**config.mk**
```make
export PLATFORM = sky130hd
export DESIGN_NAME = lc3_fetch_stage
export DESIGN_NICKNAME = d
export VERILOG_FILES = /design/src/rtl/lc3_fetch_pkg.sv /design/src/rtl/lc3_pc_unit.sv /design/src/rtl/lc3_fetch_stage.sv
export SDC_FILE = /design/constraint.sdc
export NUM_CORES = 1
export LEC_CHECK = 0
export ABC_AREA = 1
export BUFFER_PORTS_ARGS = -buffer_cell sky130_fd_sc_hd__buf_2
export CORE_MARGIN = 1
export CORE_UTILIZATION = 39
export CTS_CLUSTER_SIZE = 14
export DETAILED_ROUTE_END_ITERATION = 7
export SKIP_CTS_REPAIR_TIMING = 1
export SYNTH_ARGS = -nofsm -noshare
export SYNTH_HDL_FRONTEND = slang
export SYNTH_SLANG_ARGS = --single-unit
```
**constraint.sdc**
```tcl
create_clock -name clk -period 5.5 [get_ports clk]
set_input_delay 1.1 -clock clk [delete_from_list [all_inputs] [get_ports clk]]
set_output_delay 1.1 -clock clk [all_outputs]
set_load 0.05 [all_outputs]
```
**src/rtl/lc3_fetch_pkg.sv**
```systemverilog
// Shared types and constants for the LC-3 instruction fetch stage.
package lc3_fetch_pkg;

  typedef enum logic [1:0] {
    ST_IDLE  = 2'd0,
    ST_REQ   = 2'd1,
    ST_VALID = 2'd2
  } fetch_state_e;

  typedef enum logic [1:0] {
    PC_HOLD = 2'd0,
    PC_INC  = 2'd1,
    PC_LOAD = 2'd2
  } pc_sel_e;

  localparam logic [15:0] PC_RESET = 16'h3000;
  localparam logic [3:0]  TIMEOUT  = 4'd15;

  // 16-bit modulo increment; 16'hFFFF wraps to 16'h0000.
  function automatic logic [15:0] pc_inc(input logic [15:0] pc_v);
    return pc_v + 16'd1;
  endfunction

endpackage

```
**src/rtl/lc3_pc_unit.sv**
```systemverilog
// Fetch program counter register with its hold / increment / branch-load mux.
module lc3_pc_unit
  import lc3_fetch_pkg::*;
(
  input  logic        clk,
  input  logic        rst,
  input  pc_sel_e     pc_sel_i,
  input  logic [15:0] taddr_i,
  output logic [15:0] pc_o
);

  logic [15:0] pc_q;
  logic [15:0] pc_d;

  // Next-PC selection.
  always_comb begin
    pc_d = pc_q;
    case (pc_sel_i)
      PC_HOLD: pc_d = pc_q;
      PC_INC:  pc_d = pc_inc(pc_q);
      PC_LOAD: pc_d = taddr_i;
      default: pc_d = pc_q;
    endcase
  end

  // PC register, restarts at the boot vector.
  always_ff @(posedge clk or posedge rst) begin
    if (rst) begin
      pc_q <= PC_RESET;
    end else begin
      pc_q <= pc_d;
    end
  end

  assign pc_o = pc_q;

endmodule

```
**src/rtl/lc3_fetch_stage.sv**
```systemverilog
// LC-3 fetch stage: IDLE/REQ/VALID handshake with instruction memory,
// branch redirect with squash of in-flight reads, and sticky request timeout.
module lc3_fetch_stage
  import lc3_fetch_pkg::*;
(
  input  logic        clk,
  input  logic        rst,
  input  logic        enable_fetch,
  input  logic        stall,
  input  logic        br_taken,
  input  logic [15:0] taddr,
  output logic        imem_req,
  output logic [15:0] imem_addr,
  input  logic        imem_ack,
  input  logic [15:0] imem_rdata,
  output logic [15:0] pc,
  output logic [15:0] instr_dout,
  output logic [15:0] npc_out,
  output logic        enable_decode,
  output logic        imem_err
);

  fetch_state_e state_q, state_d;
  logic [3:0]   cnt_q, cnt_d;
  logic         squash_q, squash_d;
  logic [15:0]  instr_q, instr_d;
  logic [15:0]  npc_q, npc_d;
  logic         en_dec_q, en_dec_d;
  logic         err_q, err_d;
  logic         req_q, req_d;
  pc_sel_e      pc_sel_s;
  logic [15:0]  pc_s;

  lc3_pc_unit u_pc_unit (
    .clk      (clk),
    .rst      (rst),
    .pc_sel_i (pc_sel_s),
    .taddr_i  (taddr),
    .pc_o     (pc_s)
  );

  // Next-state and registered-output logic; br_taken outranks stall and ack.
  always_comb begin
    state_d  = state_q;
    cnt_d    = cnt_q;
    squash_d = squash_q;
    instr_d  = instr_q;
    npc_d    = npc_q;
    en_dec_d = en_dec_q;
    err_d    = err_q;
    pc_sel_s = PC_HOLD;
    case (state_q)
      ST_IDLE: begin
        cnt_d = 4'd0;
        if (br_taken) begin
          pc_sel_s = PC_LOAD;
        end else begin
          pc_sel_s = PC_HOLD;
        end
        if (enable_fetch) begin
          state_d = ST_REQ;
        end else begin
          state_d = ST_IDLE;
        end
      end
      ST_REQ: begin
        if (br_taken) begin
          // An un-acked read is still outstanding at the old PC; drop its data later.
          pc_sel_s = PC_LOAD;
          cnt_d    = 4'd0;
          squash_d = ~imem_ack;
        end else if (imem_ack) begin
          cnt_d = 4'd0;
          if (squash_q) begin
            squash_d = 1'b0;
          end else begin
            pc_sel_s = PC_INC;
            instr_d  = imem_rdata;
            npc_d    = pc_inc(pc_s);
            en_dec_d = 1'b1;
            state_d  = ST_VALID;
          end
        end else if ((cnt_q + 4'd1) == TIMEOUT) begin
          err_d    = 1'b1;
          cnt_d    = 4'd0;
          squash_d = 1'b0;
          state_d  = ST_IDLE;
        end else begin
          cnt_d = cnt_q + 4'd1;
        end
      end
      ST_VALID: begin
        cnt_d = 4'd0;
        if (br_taken || !stall) begin
          if (br_taken) begin
            pc_sel_s = PC_LOAD;
          end else begin
            pc_sel_s = PC_HOLD;
          end
          en_dec_d = 1'b0;
          if (enable_fetch) begin
            state_d = ST_REQ;
          end else begin
            state_d = ST_IDLE;
          end
        end else begin
          state_d = ST_VALID;
        end
      end
      default: begin
        state_d  = ST_IDLE;
        cnt_d    = 4'd0;
        squash_d = 1'b0;
        en_dec_d = 1'b0;
      end
    endcase
    req_d = (state_d == ST_REQ);
  end

  // State and output registers.
  always_ff @(posedge clk or posedge rst) begin
    if (rst) begin
      state_q  <= ST_IDLE;
      cnt_q    <= 4'd0;
      squash_q <= 1'b0;
      instr_q  <= 16'h0000;
      npc_q    <= 16'h0000;
      en_dec_q <= 1'b0;
      err_q    <= 1'b0;
      req_q    <= 1'b0;
    end else begin
      state_q  <= state_d;
      cnt_q    <= cnt_d;
      squash_q <= squash_d;
      instr_q  <= instr_d;
      npc_q    <= npc_d;
      en_dec_q <= en_dec_d;
      err_q    <= err_d;
      req_q    <= req_d;
    end
  end

  assign imem_req      = req_q;
  assign imem_addr     = pc_s;
  assign pc            = pc_s;
  assign instr_dout    = instr_q;
  assign npc_out       = npc_q;
  assign enable_decode = en_dec_q;
  assign imem_err      = err_q;

endmodule

```
==> impl_metrics.env <==
export IMPL_slowest_stage="ha_1"
export IMPL_worstMarginPinSlew_ps=792
export IMPL_r2r_end="u_pc_unit.pc_o[2]"
export IMPL_hpwl_um=4930
export IMPL_synth_cell_types=31
export IMPL_wl_met1_um=3400
export IMPL_io_pins=105
export IMPL_max_slew_margin=0.472
export IMPL_grt_max_degree=59
export IMPL_grt_pass1_vias=2385
export IMPL_fin_nets=516
export IMPL_drt_iter0_markers=163
export IMPL_die_area_mm2=0.00805
export IMPL_regToRegSetupSlack_ps=2080
export IMPL_ys_warn_count=0
export IMPL_r2r_start="squash_q"
export IMPL_vias=2649
export IMPL_synth_area_mm2=0.00300
export IMPL_dieWidth_um=89.7
export IMPL_synth_avg_cell_area_um2=7.80
export IMPL_die_y_um=89.7
export IMPL_fin_worst_skew_ps=6.74
export IMPL_ff2ff_path_depth=8
export IMPL_worstSkewPairLatency_ps=330
export IMPL_tns_ps=0
export IMPL_drt_pass1_iterations=4
export IMPL_layout_cells_non_filler=577
export IMPL_max_freq_mhz=256
export IMPL_port_buffers=104
export IMPL_cts_root_buf="clkbuf_8"
export IMPL_synth_seq_cells=58
export IMPL_startpoint_type="input port"
export IMPL_drv_slew=0
export IMPL_rows=31
export IMPL_via_per_inst=4.59
export IMPL_wl_um=7070
export IMPL_top_layer_used="met4"
export IMPL_wl_per_cell_um=12.2
export IMPL_grt_antenna_before_repair=0
export IMPL_drive_gt1_frac=0.305
export IMPL_htreeDepth=3
export IMPL_ys_seq_area_frac=0.484
export IMPL_hold_class="flop to flop"
export IMPL_setup_ws_ps=1590
export IMPL_cts_made_buffers=9
export IMPL_dp_cells=562
export IMPL_arrival_ps=4110
export IMPL_final_fill_count=732
export IMPL_synth_net_count=427
export IMPL_rsz0062_at_grt="false"
export IMPL_cp_end_kind="flop"
export IMPL_met2_length_um=3140
export IMPL_cts_buffer_depth=2
export IMPL_crit_fanout=35
export IMPL_cts_sinks=58
export IMPL_grt_overflow_total=0
export IMPL_critPathRequiredTime_ps=5700
export IMPL_track_usage=0.185
export IMPL_cts_tree="built"
export IMPL_crit_top_cell="inv_1"
export IMPL_path_cells="buf_2, inv_1, nor2_1, nand2_1, nor2_4, inv_2, ha_1, inv_1, o211ai_1, o21ai_0"
export IMPL_hold_start="instr_dout[3]"
export IMPL_met3_wirelength_um=433
export IMPL_start_util=0.410
export IMPL_setup_viol=0
export IMPL_cp_top_family="adder cells"
export IMPL_postRouteAntennaNets=0
export IMPL_hold_ws_ps=465
export IMPL_place_ws_ps=1210
export IMPL_crit_type="input port to flop"
export IMPL_outcome="completed"
export IMPL_synth_cells=385
export IMPL_worstHoldEndpoint="instr_dout[3]"
export IMPL_post_route_min_period_ps=3910
export IMPL_area_growth_pct=22.7
export IMPL_grt_pass1_wl_um=11800
export IMPL_path_clk_slew_ps=60
export IMPL_antenna_cells=0
export IMPL_finalCritPeriodShare=0.711
export IMPL_routabilityCongestion=0.811
export IMPL_drt_drc_violations_left=0
export IMPL_coreArea_mm2=0.00733
export IMPL_critical_path_cell_count=10
export IMPL_timing_final_hold_violations=0
export IMPL_cp_num_buf_inv=4
export IMPL_cp_startpoint="imem_ack"
export IMPL_max_cap_violations=0
export IMPL_cpPeakStageDelay_ps=950
export IMPL_min_delay_path_depth=2
-- layout make-up --
cell class,count,area (µm²),area share
well taps,99,124,0.0336
repair buffers,105,528,0.143
flip-flops and latches,58,1450,0.395
inverters,29,109,0.0295
multi-input cells,271,1270,0.344
clock buffers,13,169,0.0458
clock inverters,2,35.0,0.00951
-- metal layers --
metal / up-vias / track usage
met5: - / 0
met4: 0 / 0.0615
met3: 10 / 0.0448
met2: 94 / 0.281
met1: 1183 / 0.259
li1: 1362 / -
-- worst max path at each step --
stage / endpoint / slack [ps]
6_report: u_pc_unit.pc_o[2] / 1590
5_1_grt: u_pc_unit.pc_o[2] / 1290
4_1_cts: u_pc_unit.pc_o[2] / 1560
3_5_place_dp: u_pc_unit.pc_o[2] / 1210
3_3_place_gp: u_pc_unit.pc_o[2] / 1390
2_1_floorplan: u_pc_unit.pc_o[5] / 2740
-- state kept, by name, summed over array words and instances (netlist names), 2 cells and up --
signal / flops
instr_dout: 16
state_q: 2
npc_out: 16
u_pc_unit.pc_o: 16
cnt_q: 4
-- worst register-to-register path: stages, from the launching register on --
cell      delay [ps]
dfrtp_1          380
nor2_1           180
nand2_1          140
nor2_4           580
inv_2            460
ha_1             950
inv_1            320
o211ai_1         170
o21ai_0          100
-- cell usage after synthesis, drive strengths merged --
library cell / count / area, µm²
o21ai: 14 / 81.3
ha: 4 / 50.1
nor3: 1 / 5.00
a31o: 1 / 8.76
dfstp: 2 / 52.6
o211ai: 2 / 15.0
clkbuf: 3 / 11.3
a21oi: 8 / 43.8
a31oi: 5 / 31.3
nand3b: 1 / 7.51
nand2: 152 / 586
or2: 1 / 6.26
xnor2: 3 / 26.3
nand4: 4 / 25.0
xor2: 6 / 60.1
o22ai: 1 / 6.26
inv: 29 / 109
buf: 24 / 163
nor2: 49 / 214
dfrtp: 56 / 1400
nand3: 19 / 100
-- through the flow --
stage,instance area (µm²),util
6_report,3680,0.503
5_1_grt,3680,0.503
4_1_cts,3680,0.503
3_3_place_gp,3480,0.475
2_1_floorplan,3000,-
3_5_place_dp,3480,0.475
-- layout by cell type, fill, tap and decap left out, drive strengths merged --
cell    netlist  final
xor2          6      6
ha            4      4
clkinv        0      1
bufinv        0      1
o22ai         1      1
nor2         49     49
a31o          1      1
nand2       152    152
nor3          1      1
buf          24    105
dfrtp        56     56
inv          29     29
a31oi         5      5
nand4         4      4
nand3        19     19
or2           1      1
a21oi         8      8
o211ai        2      2
dfstp         2      2
nand3b        1      1
xnor2         3      3
o21ai        14     14
clkbuf        3     13
-- logic make-up (layout without fill, tap and decap cells) --
family | count (synthesis) | count (layout) | synth area share
flip-flops | 58 | 58 | 0.484
adder cells (fa/ha/maj) | 4 | 4 | 0.0167
AND/OR/NAND/NOR | 227 | 227 | 0.314
buffers and inverters | 56 | 149 | 0.0942
AO/OA/AOI/OAI | 31 | 31 | 0.0621
XOR/XNOR | 9 | 9 | 0.0288
Power is not shown: default switching activity piles up to over one toggle a cycle in this logic, so the estimate is an artifact.
